File: src/rtl/fade_pkg.sv
// fade_pkg: shared types and helpers for the fade frame packer.
// Holds the default frame geometry, the complex sample type, the
// write/read FSM state encodings and the bit-reversal helper used when
// the packer is built with FADE_PACKER_BITREV_EN.
package fade_pkg;

    localparam int NFFT_DEFAULT = 32;
    localparam int DW_DEFAULT   = 16;

    // bitrev() works on indices up to 8 bits wide (NFFT up to 256).
    localparam int BITREV_MAX_BITS = 8;
    localparam int BITREV_IDX_W    = $clog2(BITREV_MAX_BITS);

    // One complex sample as it appears on the stream: {imag, real}.
    typedef struct packed {
        logic [DW_DEFAULT-1:0] im;
        logic [DW_DEFAULT-1:0] re;
    } cplx_t;

    typedef enum logic [1:0] {
        W_IDLE,
        W_FILL,
        W_DROP
    } wstate_t;

    typedef enum logic {
        R_IDLE,
        R_STREAM
    } rstate_t;

    // Reverse the low 'bits' bits of 'value'; upper bits of the result are 0.
    function automatic logic [BITREV_MAX_BITS-1:0] bitrev(
        input logic [BITREV_MAX_BITS-1:0] value,
        input int                         bits
    );
        logic [BITREV_MAX_BITS-1:0] result;
        logic [BITREV_IDX_W-1:0]    src;
        result = '0;
        for (int i = 0; i < BITREV_MAX_BITS; i++) begin
            src = BITREV_IDX_W'(bits - 1 - i);
            if (i < bits) begin
                result[i] = value[src];
            end
        end
        return result;
    endfunction

endpackage

File: src/rtl/fade_pingpong_ram.sv
// fade_pingpong_ram: two NFFT-deep banks of {imag, real} samples in one
// simple dual-port array. The bank is the address MSB. One write port and
// one synchronous read port, so the array maps onto block or LUT RAM.
module fade_pingpong_ram
    import fade_pkg::*;
#(
    parameter int NFFT = NFFT_DEFAULT,
    parameter int DW   = DW_DEFAULT
) (
    input  logic                    clk,
    input  logic                    wr_en,
    input  logic [$clog2(NFFT):0]   wr_addr,
    input  logic [2*DW-1:0]         wr_data,
    input  logic                    rd_en,
    input  logic [$clog2(NFFT):0]   rd_addr,
    output logic [2*DW-1:0]         rd_data
);

    logic [2*DW-1:0] mem [0:2*NFFT-1];

    // Write port and registered read port.
    // NOTE: the array has no reset; a reset term would stop RAM inference,
    // and stale contents are harmless because the bank full flags reset.
    always_ff @(posedge clk) begin
        if (wr_en) begin
            mem[wr_addr] <= wr_data;
        end
        if (rd_en) begin
            rd_data <= mem[rd_addr];
        end
    end

endmodule

File: src/rtl/fade_frame_packer.sv
// fade_frame_packer: packs the fader's per-channel sample stream into
// complete NFFT-point frames (ping-pong banks) and streams each finished
// frame out as an AXI4-Stream burst with tlast and full tready backpressure.
// Sequence errors and dropped frames are reported as sticky flags.
// Build option: define FADE_PACKER_BITREV_EN to emit each frame in
// bit-reversed slot order instead of natural order.
module fade_frame_packer
    import fade_pkg::*;
#(
    parameter int NFFT = NFFT_DEFAULT,
    parameter int DW   = DW_DEFAULT
) (
    input  logic                    clk,
    input  logic                    aresetn,
    input  logic                    dv_in,
    input  logic [$clog2(NFFT)-1:0] chan_in,
    input  logic [DW-1:0]           din_imag,
    input  logic [DW-1:0]           din_real,
    output logic [2*DW-1:0]         m_axis_tdata,
    output logic                    m_axis_tvalid,
    input  logic                    m_axis_tready,
    output logic                    m_axis_tlast,
    input  logic                    clear_status,
    output logic                    overflow,
    output logic                    seq_err,
    output logic [15:0]             frame_count
);

    localparam int            AW        = $clog2(NFFT);
    localparam logic [AW-1:0] LAST_CHAN = AW'(NFFT - 1);
    localparam logic [AW-1:0] ONE_CHAN  = AW'(1);
    localparam logic [AW:0]   ONE_CNT   = (AW + 1)'(1);

    // ---------------------------------------------------------------
    // Write side
    // ---------------------------------------------------------------
    wstate_t       w_state;
    wstate_t       w_next;
    logic          wbank;
    logic [AW-1:0] w_expect;
    logic [1:0]    full;
    logic          wr_en;
    logic          frame_done;
    logic          ovf_evt;
    logic          seq_evt;

    logic chan_zero;
    logic chan_last;
    logic chan_match;

    assign chan_zero  = (chan_in == '0);
    assign chan_last  = (chan_in == LAST_CHAN);
    assign chan_match = (chan_in == w_expect);

    // ---------------------------------------------------------------
    // Read side
    // ---------------------------------------------------------------
    rstate_t       r_state;
    rstate_t       r_next;
    logic          rbank;
    logic [AW:0]   rd_cnt;      // slots issued so far in this frame
    logic [AW-1:0] rd_addr;
    logic          rd_issue;
    logic          rd_valid;    // RAM output register holds a slot
    logic          rd_last;     // ... and that slot is the frame's last beat
    logic [2*DW-1:0] ram_q;

    // Two-entry output buffer; entry 0 is the head presented downstream.
    logic [1:0]      fifo_cnt;
    logic [2*DW-1:0] ent0_data;
    logic [2*DW-1:0] ent1_data;
    logic            ent0_last;
    logic            ent1_last;
    logic            pop;
    logic            tlast_hs;
    logic [1:0]      occ_after_pop;

    assign m_axis_tvalid = (fifo_cnt != 2'd0);
    assign m_axis_tdata  = ent0_data;
    assign m_axis_tlast  = ent0_last && m_axis_tvalid;

    assign pop      = m_axis_tvalid && m_axis_tready;
    assign tlast_hs = pop && ent0_last;

    // Slots that will sit in the buffer once this cycle's pop is done,
    // counting the one already in the RAM output register.
    assign occ_after_pop = fifo_cnt + {1'b0, rd_valid} - {1'b0, pop};

`ifdef FADE_PACKER_BITREV_EN
    assign rd_addr = AW'(bitrev(BITREV_MAX_BITS'(rd_cnt[AW-1:0]), AW));
`else
    assign rd_addr = rd_cnt[AW-1:0];
`endif

    fade_pingpong_ram #(
        .NFFT (NFFT),
        .DW   (DW)
    ) u_ram (
        .clk     (clk),
        .wr_en   (wr_en),
        .wr_addr ({wbank, chan_in}),
        .wr_data ({din_imag, din_real}),
        .rd_en   (rd_issue),
        .rd_addr ({rbank, rd_addr}),
        .rd_data (ram_q)
    );

    // Write FSM state register.
    // NOTE: sequential state uses non-blocking assignments so every
    // register samples the pre-edge values, independent of block order.
    always_ff @(posedge clk) begin
        if (!aresetn) begin
            w_state <= W_IDLE;
        end else begin
            w_state <= w_next;
        end
    end

    // Write FSM next state: frame start, in-order fill, drop on no free bank.
    // NOTE: every combinational output gets a default first so no path
    // leaves it unassigned and infers a latch.
    always_comb begin
        w_next = w_state;
        case (w_state)
            W_IDLE: begin
                if (dv_in && chan_zero) begin
                    w_next = full[wbank] ? W_DROP : W_FILL;
                end
            end
            W_FILL: begin
                if (dv_in) begin
                    if (chan_match) begin
                        if (chan_last) begin
                            w_next = W_IDLE;
                        end
                    end else if (!chan_zero) begin
                        w_next = W_IDLE;
                    end
                end
            end
            W_DROP: begin
                if (dv_in && chan_zero && !full[wbank]) begin
                    w_next = W_FILL;
                end
            end
            default: w_next = W_IDLE;
        endcase
    end

    // Write FSM outputs: RAM write, frame completion and error events.
    always_comb begin
        wr_en      = 1'b0;
        frame_done = 1'b0;
        ovf_evt    = 1'b0;
        seq_evt    = 1'b0;
        case (w_state)
            W_IDLE: begin
                if (dv_in && chan_zero) begin
                    if (full[wbank]) begin
                        ovf_evt = 1'b1;
                    end else begin
                        wr_en = 1'b1;
                    end
                end
            end
            W_FILL: begin
                if (dv_in) begin
                    if (chan_match) begin
                        wr_en      = 1'b1;
                        frame_done = chan_last;
                    end else begin
                        // Partial frame is abandoned; a fresh slot 0 restarts it.
                        seq_evt = 1'b1;
                        wr_en   = chan_zero;
                    end
                end
            end
            W_DROP: begin
                wr_en = dv_in && chan_zero && !full[wbank];
            end
            default: ;
        endcase
    end

    // Expected next channel and write bank pointer.
    always_ff @(posedge clk) begin
        if (!aresetn) begin
            w_expect <= '0;
            wbank    <= 1'b0;
        end else begin
            if (wr_en) begin
                w_expect <= chan_in + ONE_CHAN;
            end
            if (frame_done) begin
                wbank <= ~wbank;
            end
        end
    end

    // Bank full flags: set by the writer on completion, cleared by the
    // reader on the tlast handshake; the two always target different banks.
    always_ff @(posedge clk) begin
        if (!aresetn) begin
            full <= 2'b00;
        end else begin
            for (int b = 0; b < 2; b++) begin
                if (frame_done && (wbank == 1'(b))) begin
                    full[b] <= 1'b1;
                end else if (tlast_hs && (rbank == 1'(b))) begin
                    full[b] <= 1'b0;
                end
            end
        end
    end

    // Read FSM state register.
    always_ff @(posedge clk) begin
        if (!aresetn) begin
            r_state <= R_IDLE;
        end else begin
            r_state <= r_next;
        end
    end

    // Read FSM next state: start on a full bank, finish on the tlast handshake.
    always_comb begin
        r_next = r_state;
        case (r_state)
            R_IDLE:   if (full[rbank]) r_next = R_STREAM;
            R_STREAM: if (tlast_hs)    r_next = R_IDLE;
            default:  r_next = R_IDLE;
        endcase
    end

    // Read FSM outputs: slot 0 is fetched while leaving R_IDLE so the first
    // beat is valid two cycles after the frame completes; later slots are
    // fetched only while the output buffer has room for them.
    always_comb begin
        rd_issue = 1'b0;
        case (r_state)
            R_IDLE:   rd_issue = full[rbank];
            R_STREAM: rd_issue = !rd_cnt[AW] && (occ_after_pop < 2'd2);
            default:  rd_issue = 1'b0;
        endcase
    end

    // Read slot counter, read bank pointer and RAM-output tracking.
    always_ff @(posedge clk) begin
        if (!aresetn) begin
            rd_cnt   <= '0;
            rbank    <= 1'b0;
            rd_valid <= 1'b0;
            rd_last  <= 1'b0;
        end else begin
            if (tlast_hs) begin
                rd_cnt <= '0;
                rbank  <= ~rbank;
            end else if (rd_issue) begin
                rd_cnt <= rd_cnt + ONE_CNT;
            end
            rd_valid <= rd_issue;
            rd_last  <= rd_issue && (rd_cnt[AW-1:0] == LAST_CHAN);
        end
    end

    // Output buffer: holds tdata/tlast stable while stalled and absorbs the
    // RAM read already in flight when tready drops.
    always_ff @(posedge clk) begin
        if (!aresetn) begin
            fifo_cnt  <= 2'd0;
            ent0_data <= '0;
            ent0_last <= 1'b0;
            ent1_data <= '0;
            ent1_last <= 1'b0;
        end else begin
            case ({rd_valid, pop})
                2'b10: begin
                    if (fifo_cnt == 2'd0) begin
                        ent0_data <= ram_q;
                        ent0_last <= rd_last;
                    end else begin
                        ent1_data <= ram_q;
                        ent1_last <= rd_last;
                    end
                    fifo_cnt <= fifo_cnt + 2'd1;
                end
                2'b01: begin
                    ent0_data <= ent1_data;
                    ent0_last <= ent1_last;
                    fifo_cnt  <= fifo_cnt - 2'd1;
                end
                2'b11: begin
                    if (fifo_cnt == 2'd1) begin
                        ent0_data <= ram_q;
                        ent0_last <= rd_last;
                    end else begin
                        ent0_data <= ent1_data;
                        ent0_last <= ent1_last;
                        ent1_data <= ram_q;
                        ent1_last <= rd_last;
                    end
                end
                default: ;
            endcase
        end
    end

    // Sticky status and emitted-frame counter; a new event beats clear_status,
    // while clear_status beats a same-cycle frame completion.
    always_ff @(posedge clk) begin
        if (!aresetn) begin
            overflow    <= 1'b0;
            seq_err     <= 1'b0;
            frame_count <= 16'd0;
        end else begin
            overflow <= ovf_evt || (overflow && !clear_status);
            seq_err  <= seq_evt || (seq_err && !clear_status);
            if (clear_status) begin
                frame_count <= 16'd0;
            end else if (tlast_hs) begin
                frame_count <= frame_count + 16'd1;
            end
        end
    end

endmodule

File: config.mk
export PLATFORM = sky130hd
export DESIGN_NAME = fade_frame_packer
export DESIGN_NICKNAME = d
export VERILOG_FILES = /design/src/rtl/fade_pkg.sv /design/src/rtl/fade_pingpong_ram.sv /design/src/rtl/fade_frame_packer.sv
export SDC_FILE = /design/constraint.sdc
export NUM_CORES = 2
export LEC_CHECK = 0
export ABC_CLOCK_PERIOD_IN_PS = 4500
export CELL_PAD_IN_SITES_DETAIL_PLACEMENT = 1
export CELL_PAD_IN_SITES_GLOBAL_PLACEMENT = 1
export CORE_MARGIN = 8
export CORE_UTILIZATION = 55
export DETAILED_ROUTE_END_ITERATION = 6
export HOLD_SLACK_MARGIN = 0.12
export MAX_ROUTING_LAYER = met4
export PLACE_DENSITY = 0.87
export SKIP_LAST_GASP = 1
export SYNTH_ARGS = -nofsm -noshare
export SYNTH_HDL_FRONTEND = slang
export SYNTH_SLANG_ARGS = --single-unit
File: constraint.sdc
create_clock -name clk -period 4.5 [get_ports clk]
set_input_delay 0.45 -clock clk [delete_from_list [all_inputs] [get_ports clk]]
set_output_delay 0.45 -clock clk [all_outputs]
set_load 0.01 [all_outputs]
==> results.ini <==
[worst_setup_path]
cp.arrival_ps=4800
cp_max_fo=20
timing.rr.start=wbank
crit_slowest_cell=dfxtp_1
required_ps=5010
timing.rr.end=u_ram.mem[36][9]
endpoint_kind=flop
max_stage_delay_ps=1020
ff2ff_path_depth=7
critPathMostFrequentCell=buf_4
reg2reg_slack_ps=200
worstSetupStartpointType=flop
crit_chain=mux2i_1 -> nand4b_1 -> nand2b_1 -> nand4_1 -> buf_4 -> nor2_4 -> buf_4
worstSetupPathType=reg2reg

[sta]
rsz0062_at_grt=false
clock_skew_ps=47.8
finalHoldViolations=0
slew_headroom_pct=5.25
slew_viol_final=0
tightest_slew_ps=1410
worst_slack_ps=202
whs_ps=152
timing.fmax_mhz=233
setup_viol=0
post-route-period-util_pct=95.5
setup_tns_ps=0
min_period_ps=4300

[synth]
muxShareOfSynthArea_pct=14.2
yosysWarnings=0
synthAdderAreaFrac_pct=0.180
synth_top_family_by_area=multiplexers
syn_area_um2=83500
synth-edff-count=2080
syn-instance-count=3970
synth_compound_area_share_pct=3.23
ys_ff_latch=2186
synthSimpleGateAreaFrac_pct=3.27
async_flop_share_pct=0
synthXorXnorAreaFrac_pct=0.273
syn_nets=4024
syn_avg_cell_area_um2=21.0
synth_cell_types=59
ys_seq_area_share_pct=77.3
yosys_most_used_dff=edfxtp_1

[clocking]
cts_resized=0
cts_tree=done
numCtsBuffers=207
post-cts-setup-buffers=0
htree_levels=4
clock_latency_ps=880
hold_buffers=0
clock_path_buffers=3
clkSinkCount=2186
cts_root_buffer=clkbuf_16
clkTransAtPathRegs_ps=70

[pwr]
swShare_pct=22.5
ir_worst_vdd_v=0.000471
p_total_mw=42.2
pwr-share-seq_pct=53.0
leakage_nw=28.6
cell_internal_pwr_mw=32.7
p_clk_share_pct=44.5
p_comb_share_pct=2.6
net-switching-power_mw=9.48
power.density_nw_per_um2=442

[global_routing]
grt_pass1_vias=48300
grt_max_degree=73
grt_use_total_pct=35.3
grt_overflow=0
grt_pass1_wl_um=393000
antenna_found_initial=19

[floorplanning]
start_util_pct=55.2
ioPinCount=94
die_x_um=406
die_height_um=406
core-area_um2=151000
rows=143
die_area_um2=165000

[finish]
instances_no_fill=6487
drive_gt1_share_pct=26.4
utilization_pct=63.0
area_delta_synth_final_pct=14.1
nNetsFinal=4306
final_area_um2=95300

[worst_hold_path]
hold_class=in2reg
hp-start=din_real[9]
hold_depth=1
min_delay_worst_endpoint=u_ram.mem[40][9]

[routing]
drc_errors=0
wirelength_met1_um=92600
dr_wl_met3_um=45500
avgViaCountPerCell=7.65
drt_pass1_iterations=7
met2_length_um=137000
routed.top_layer=met4
ant_nets=0
avgRoutedWirePerCell_um=47.1
drtIter0Drc=10100
vias=49600
drt_wl_total_um=305000

[run_status]
status=finished, final reports clean

[place]
place_ws_ps=308
gp_congestion=0.899
dpl-instance-area_um2=88400
place_inst=6073
numPortBuffers=93
hpwl_um=153000

[job]
cap_violations=0

==> layer usage <==
layer | global-route usage [%] | vias to the layer above
met4 | 22.7 | 0
met5 | - | -
met3 | 10.5 | 1585
li1 | - | 17200
met1 | 41.9 | 24900
met2 | 53.2 | 5907
==> worst max-delay path: cells and delay by family (launching register included) <==
family | cells | cell delay (ps)
flops | 1 | 1020
buf+inv | 2 | 750
simple gates | 4 | 1640
mux | 1 | 460
==> how the worst max path moves through the flow <==
stage                     startpoint                end  depth (start not counted)
after global placement    chan_in[0]   u_ram.mem[0][11]                         10
after global routing           wbank   u_ram.mem[36][9]                          7
final                          wbank   u_ram.mem[36][9]                          7
after floorplan           chan_in[0]    u_ram.mem[0][0]                          9
after CTS                      wbank   u_ram.mem[61][8]                          7
after detailed placement  chan_in[0]  u_ram.mem[57][31]                         10
==> cell families (layout without fill, tap and decap cells) <==
kind of cell / count (synthesis) / after routing
AO/OA/AOI/OAI: 383 / 383
XOR/XNOR: 26 / 26
adder cells (fa/ha/maj): 12 / 12
buffers and inverters: 246 / 698
flip-flops: 2186 / 2186
multiplexers: 565 / 565
other: 0 / 35
AND/OR/NAND/NOR: 552 / 552
==> power by group through the flow <==
stage	clock, mW	combinational, mW	sequential [mW]
3_5_place_dp	0	0.974	22.8
4_1_cts	18.3	1.02	22.3
6_report	18.8	1.08	22.3
5_1_grt	19.2	1.09	22.3
2_1_floorplan	0	0.240	22.8
3_3_place_gp	0	0.910	22.8
==> layout make-up <==
cell class	count	area, µm²
Antenna cell	35	87.6
Fill cell	12300	56000
Sequential cell	2186	64600
Clock buffer	254	5470
Multi-Input combinational cell	1538	18200
Tap cell	2030	2540
Clock inverter	125	1350
Inverter	13	48.8
Timing Repair Buffer	306	3010
==> state kept, by name, indices dropped and copies added (netlist names) <==
register / flops
wbank: 1
m_axis_tdata: 32
u_ram.rd_data: 32
overflow: 1
frame_count: 16
r_state: 1
rd_valid: 1
rd_cnt: 6
rd_last: 1
w_state: 2
seq_err: 1
ent1_last: 1
ent1_data: 32
ent0_last: 1
full: 2
rbank: 1
w_expect: 5
fifo_cnt: 2
u_ram.mem: 2048
==> cell usage in the layout (no fill, tap or decap), drive strengths merged, types with 6 or more instances in the layout <==
cell type	netlist	routed
diode	0	35
mux2i	43	43
a221o	6	6
clkinv	0	83
xnor2	16	16
nor2	135	135
clkbuf	87	254
a22oi	87	87
a21oi	58	58
o21ai	31	31
nand2b	18	18
clkdlybuf4s50	0	61
o221ai	53	53
ha	12	12
nor4	6	6
buf	146	245
nand2	150	150
dfxtp	106	106
nand3	66	66
nor2b	42	42
xor2	10	10
bufinv	0	26
o22ai	64	64
clkinvlp	0	10
a211oi	57	57
nand4	64	64
and3	35	35
mux4	492	492
mux2	30	30
edfxtp	2080	2080
inv	13	19
or3	8	8
==> Yosys cell counts (6+ instances only) <==
master	n	area, µm²
a211oi_1	57	428
a21oi_1	58	290
a221o_1	6	60.1
a22oi_1	87	653
and3_1	35	219
buf_1	14	52.6
buf_2	86	430
buf_4	28	210
buf_6	17	191
clkbuf_1	86	323
dfxtp_1	106	2120
edfxtp_1	2080	62500
ha_1	12	150
inv_1	12	45.0
mux2_2	30	338
mux2i_1	43	430
mux4_2	492	11100
nand2_1	150	563
nand2b_1	18	113
nand3_1	66	330
nand4_1	64	400
nor2_1	135	507
nor2b_1	42	263
nor4_1	6	37.5
o21ai_0	30	150
o221ai_1	53	464
o22ai_1	64	400
or3_1	8	50.1
xnor2_1	16	140
xor2_1	10	87.6
No activity file was read; power rests on OpenSTA's default activity.
